[src/rtl/fetch_unit.sv]
// Instruction fetch responder for the multi-cycle core.
// Accepts fetch requests, issues a single read at the current PC, waits the
// fixed memory latency, latches the word into the IR and raises fetch_done.
// Also owns the PC (sequential increment and branch load).
module fetch_unit #(
  parameter bit              DEBUG       = 1'b0,
  parameter int              ADDR_W      = 16,
  parameter int              DATA_W      = 16,
  parameter int              MEM_LATENCY = 2,     // must be >= 1
  parameter logic [ADDR_W-1:0] RESET_PC  = '0,
  parameter int              PC_INC      = 2
) (
  input  logic              clk,
  input  logic              reset,
  input  logic              fetch_en,
  input  logic              pc_fetch_wr,
  input  logic              pc_load,
  input  logic [ADDR_W-1:0] pc_in,
  input  logic [DATA_W-1:0] mem_rdata,
  output logic [ADDR_W-1:0] mem_addr,
  output logic              mem_rd_en,
  output logic [DATA_W-1:0] instr,
  output logic [ADDR_W-1:0] pc,
  output logic              fetch_done,
  output logic              fetch_err,
  output logic [3:0]        fetch_state_reg
);

  // Countdown holds MEM_LATENCY-1; keep at least one bit for latency 1.
  localparam int CNT_W = (MEM_LATENCY > 1) ? $clog2(MEM_LATENCY) : 1;

  typedef enum logic [3:0] {
    S_IDLE = 4'b0001,
    S_WAIT = 4'b0010,
    S_DONE = 4'b0100,
    S_ERR  = 4'b1000
  } state_t;

  state_t           state;
  logic [CNT_W-1:0] count;

  // PC register: branch load beats sequential increment; adder wraps naturally.
  always_ff @(posedge clk) begin
    if (reset)            pc <= RESET_PC;
    else if (pc_load)     pc <= pc_in;
    else if (pc_fetch_wr) pc <= pc + ADDR_W'(PC_INC);
  end

  // Fetch FSM: address/strobe/IR/status are all registered here. The address
  // is latched at request time so later PC updates never disturb a fetch.
  always_ff @(posedge clk) begin
    if (reset) begin
      state      <= S_IDLE;
      count      <= '0;
      mem_addr   <= '0;
      mem_rd_en  <= 1'b0;
      instr      <= '0;
      fetch_done <= 1'b0;
      fetch_err  <= 1'b0;
    end else begin
      mem_rd_en <= 1'b0;
      case (state)
        S_IDLE, S_DONE: begin
          if (fetch_en) begin
            fetch_done <= 1'b0;
            if (pc[0]) begin
              // Misaligned: no read; report the error on the next edge.
              state <= S_ERR;
            end else begin
              mem_addr  <= pc;
              mem_rd_en <= 1'b1;
              fetch_err <= 1'b0;
              count     <= CNT_W'(MEM_LATENCY - 1);
              state     <= S_WAIT;
            end
          end
        end
        S_WAIT: begin
          // Requests arriving here are dropped, not queued.
          if (count == '0) begin
            instr      <= mem_rdata;
            fetch_done <= 1'b1;
            state      <= S_DONE;
          end else begin
            count <= count - 1'b1;
          end
        end
        S_ERR: begin
          fetch_err  <= 1'b1;
          fetch_done <= 1'b1;
          state      <= S_DONE;
        end
        default: state <= S_IDLE;
      endcase
    end
  end

  assign fetch_state_reg = DEBUG ? state : 4'b0000;

endmodule

[config.mk]
export PLATFORM = sky130hd
export DESIGN_NAME = fetch_unit
export DESIGN_NICKNAME = d
export VERILOG_FILES = /design/src/rtl/fetch_unit.sv
export SDC_FILE = /design/constraint.sdc
export NUM_CORES = 1
export LEC_CHECK = 0
export BUFFER_PORTS_ARGS = -buffer_cell sky130_fd_sc_hd__buf_4
export CAP_MARGIN = 25
export CORE_AREA = 2 2 85 87
export DETAILED_ROUTE_END_ITERATION = 16
export DIE_AREA = 0 0 87 89
export GPL_TIMING_DRIVEN = 0
export SYNTH_ARGS = -nofsm -noshare
export SYNTH_HDL_FRONTEND = slang
export SYNTH_SLANG_ARGS = --single-unit
[constraint.sdc]
create_clock -name clk -period 1.8 [get_ports clk]
set_input_delay 0.18 -clock clk [delete_from_list [all_inputs] [get_ports clk]]
set_output_delay 0.18 -clock clk [all_outputs]
set_load 0.02 [all_outputs]
# After elaboration in Yosys (flattened, before gate mapping)
# Cells that the tools add are included.
[op_classes] bitwise_logic=4 mux=17 eq_ne=7 addsub=2 reduce_logical=12
[ops] cell="$mux 16" count=2
[ops] cell="$add 16x2->16 const B" count=1
[ops] cell="$mux 4" count=3
[ops] cell="$pmux 4 s3" count=1
[ops] cell="$reduce_and 3->1" count=4
[ops] cell="$mux 1" count=8
[ops] cell="$ne 2x2->1 const B" count=3
[ops] cell="$reduce_bool 2->1" count=3
[ops] cell="$eq 4x1->1 const B" count=1
[ops] cell="$eq 4x2->1 const B" count=1
[ops] cell="$eq 4x3->1 const B" count=1
[ops] cell="$eq 4x4->1 const B" count=1
[ops] cell="$not 1->1" count=4
[ops] cell="$pmux 1 s2" count=2
[ops] cell="$reduce_and 2->1" count=2
[ops] cell="$pmux 1 s3" count=1
[ops] cell="$reduce_bool 3->1" count=1
[ops] cell="$reduce_or 3->1" count=1
[ops] cell="$reduce_or 2->1" count=1
[ops] cell="$sub 1x1->1 const B" count=1
[word_totals] in_bits=37 regBits=55 wordCells=50

# Logic depth before layout (Yosys ltp)
[logic_depth] word_depth=4 depth_mapped=7

# Worst setup path before layout
# No wires, ideal clock.
[synth_timing] path_kind="reg-to-reg" startpoint="register state[1]" endpoint="register mem_addr[10]" setup_ns=0.132 stages_incl_launch_ff=7 setup_slack_ns=0.264 path_buffers=2 t_arrival_ns=1.404 path_cell_list="dfxtp_1 -> nand2b_1 -> or4_1 -> buf_2 -> buf_6 -> nand2_1 -> a21oi_1"
[synth_between] elab_chain_cells=3 word_cells_on_any_way=4
[synth_rtl] item="from (decl)" line_no="39" text="state_t state;"
[synth_rtl] item="from (signal assigned)" line_no="53" text="state <= S_IDLE;"
[synth_rtl] item="from (signal assigned)" line_no="68" text="state <= S_ERR;"
[synth_rtl] item="from (signal assigned)" line_no="74" text="state <= S_WAIT;"
[synth_rtl] item="$eq 4x1->1 / $eq 4x3->1 (equally long branches)" line_no="62" text="case (state)"
[synth_rtl] item="$reduce_or 2->1 *" line_no="62"
[synth_rtl] item="$reduce_and 3->1 (no line) *"
[synth_rtl] item="to (signal assigned)" line_no="70" text="mem_addr <= pc;"
[synth_rtl] item="to (decl)" line_no="20" text="output logic [ADDR_W-1:0] mem_addr,"
# Mark *: on every way between the ends. The rest lies on a longest branch, timed or not.
# A chain may end at the register's enable or synchronous reset.

# Worst setup path in the final report
[layout_timing] startpoint="register state[1]" endpoint="register mem_addr[7]"
# The elaborated chain is that of the path after synthesis.

==> results.py <==
metrics = {
    "outcome": {
        "outcome": "completed",
    },
    "worst_hold_path": {
        "hold_start": "pc_in[4]",
        "hp-class": "input pin to flip-flop",
    },
    "global_route": {
        "grt_pass1_wl_um": 9320,
        "busiest_layer": "met2",
        "met1_usage_pct": 19.6,
        "grt-ovfl-total": 0,
        "grt_pass1_vias": 1993,
        "grt_usage_pct": 15.2,
        "grt_start_max_net_pins": 16,
        "grtUsageMet3_pct": 3.60,
        "grt_util_met2_pct": 25.5,
        "antenna_found_initial": 0,
    },
    "die": {
        "fp.dieW_um": 87,
        "coreArea_um2": 6720,
        "start_util_pct": 34.8,
        "fp.dieH_um": 89,
        "rows": 30,
        "num_io_pins": 92,
        "die-area_um2": 7740,
    },
    "final_layout": {
        "stdcell_area_um2": 3190,
        "layout.nets": 420,
        "diodes": 0,
        "layout-drive-gt1-share_pct": 29.3,
        "layoutNonFillerInstCount": 462,
        "area_growth_pct": 36.6,
    },
    "sta": {
        "maxSlewViolCount": 0,
        "fin_ws_ps": 89.9,
        "setup_tns_ps": 0,
        "timing.fmax_mhz": 585,
        "maxSlewHeadroom_pct": 61.8,
        "tightest_slew_ps": 574,
        "min_period_ps": 1710,
        "rsz0062_at_grt": "false",
        "skew_ps": 2.98,
        "setup_viol": 0,
        "finalHoldViolCount": 0,
        "period_share_pct": 95.0,
    },
    "clock_network": {
        "clock_path_buffers": 2,
        "numCtsBuffers": 5,
        "cts_sinks": 55,
        "cts_tree": "built",
        "htree_levels": 2,
        "clk_latency_ps": 300,
        "cts_root_buf": "clkbuf_8",
        "path_clk_slew_ps": 90,
    },
    "place": {
        "port_buffers": 83,
        "placed_cells": 453,
        "hpwl_um": 4460,
        "placedInstanceArea_um2": 3080,
        "pre_cts_ws_ps": 71.8,
        "place.gp.congestion": 0.789,
    },
    "synthesis": {
        "synth_top_family_by_area": "simple AND/OR/NAND/NOR gates",
        "synth_compound_area_share_pct": 14.5,
        "yosys.area_share.adder_pct": 0.535,
        "synthCells": 286,
        "yosysWarnings": 0,
        "syn-cell-area_um2": 2340,
        "seq_area_frac_synth_pct": 47.1,
        "ys_ff_latch": 55,
        "synth.avg_cell_area_um2": 8.17,
        "ys_types": 34,
        "yosys.area_share.simple_pct": 22.9,
        "synth_xor_xnor_area_share_pct": 5.62,
        "muxShareOfSynthArea_pct": 2.14,
    },
    "job": {
        "max-cap-violations": 0,
    },
    "power": {
        "pwr_density_cell_nw_per_um2": 761,
        "power.leakage_nw": 1.38,
        "peakVddDrop_uv": 374,
    },
    "worst_setup_path": {
        "crit_path_end_kind": "flip-flop",
        "worstPathMaxFanout": 10,
        "worst-setup-path-type": "flip-flop to flip-flop",
        "crit_required_ps": 1970,
        "worstSetupStartpoint": "state[1]",
        "r2r-start": "state[1]",
        "startpoint_type": "flip-flop",
        "cp.arrival_ps": 1880,
    },
    "drt": {
        "viasPerCell": 4.71,
        "drt-total-wl_um": 5980,
        "wire_per_inst_um": 12.9,
        "drtPass1Iterations": 4,
        "ant_nets": 0,
        "drcViolationCount": 0,
        "vias": 2176,
        "drt_iter0_drc": 88,
    },
}
-- cell usage after synthesis --
library cell	number	share of area (%)
ha_1	1	0.54
clkbuf_1	10	1.6
buf_2	5	1.1
nor4b_2	1	0.64
nor4_1	5	1.3
nor2b_1	1	0.27
or4_1	1	0.32
a31oi_1	1	0.27
buf_4	6	1.9
nand3_1	4	0.86
a21oi_2	1	0.37
mux2i_1	5	2.1
a21o_1	1	0.32
or4b_2	1	0.43
nand4_1	5	1.3
nor4_4	1	0.91
o22a_1	1	0.37
buf_6	1	0.48
xnor2_1	7	2.6
nor3b_1	1	0.32
a21oi_1	46	9.9
o21ai_0	2	0.43
nor3_1	6	1.3
nor2_1	11	1.8
conb_1	1	0.16
dfxtp_1	55	47
buf_1	1	0.16
xor2_1	8	3.0
nand2b_1	4	1.1
inv_1	11	1.8
nand2_1	69	11
o21a_1	9	2.9
or3b_2	2	0.75
or3_1	2	0.54
-- power breakdown --
group | internal [mW] | switching, mW | total (mW)
sequential | 1.27 | 0.0608 | 1.33
combinational | 0.198 | 0.220 | 0.418
clock | 0.303 | 0.380 | 0.683
-- sequential cells by signal, summed over array words and instances (netlist names) --
| signal | count |
|---|---|
| count | 1 |
| fetch_done | 1 |
| fetch_err | 1 |
| instr | 16 |
| mem_addr | 15 |
| mem_rd_en | 1 |
| pc | 16 |
| state | 4 |
-- stage by stage --
step | hold slack, ps | power (mW) | utilization (%)
floorplan | 316 | 1.58 | -
global placement | 413 | 1.76 | 45.8
detailed placement | 420 | 1.77 | 45.8
CTS | 102 | 2.45 | 47.1
global route | 94.3 | 2.56 | 47.5
finish | 105 | 2.43 | 47.5
-- critical path, stage by stage, from the launching register on --
cell and delay, ps:
dfxtp_1 390, nand2b_2 250, or4_1 460, buf_2 200
buf_6 170, nand2_1 70, a21oi_1 60
-- layer usage --
metal | vias up | part of all wire, %
met4 | 0 | 0.99
met2 | 59 | 47
met5 | - | 0
met3 | 8 | 5.3
li1 | 1131 | -
met1 | 978 | 46
-- kinds of logic (layout without fill, tap and decap cells) --
logic type      after synthesis  after routing
simple gates                114            114
compound gates               61             61
flops                        55             55
buf+inv                      34            126
xor+xnor                     15             15
mux                           5              5
fa+ha+maj                     1              1
other cells                   1              5
-- final cells by class --
cell class              count  area, um2
fillers                   708       3530
flip-flops and latches     55       1100
multi-input cells         201       1100
repair buffers             85        638
plain buffers              23        126
well taps                  80        100
clock buffers               6       82.6
inverters                  11       41.3
clock inverters             1       5.00
-- path summary, 6_finish.rpt --
kind | end | slack (ps) | cells after the start
max reg2reg | mem_addr[7] | 90 | 6
min | pc[4] | 100 | 3
max | mem_addr[7] | 90 | 6
min reg2reg | instr[6] | 460 | 2
-- cell usage in the layout (no fill, tap or decap), types with 3 or more instances in the layout --
cell      count
clkbuf_1      9
conb_1        5
xnor2_1       7
nand4_1       5
dfxtp_1      55
nand2b_1      3
nor3_1        6
o21a_1        9
nor2_1       11
nand3_1       4
xor2_1        8
mux2i_1       5
buf_2         4
nand2_1      69
inv_1        11
nor4_1        5
a21oi_1      46
buf_4        91
clkbuf_8      6
-- repair_timing --
action                                  in CTS  in global routing
endpoints found under the setup margin       0                 16
buffers inserted                             0                  2
gates resized for setup                      0                  5
hold buffers                                 0                  0
Power figures use the tool's default switching activity.
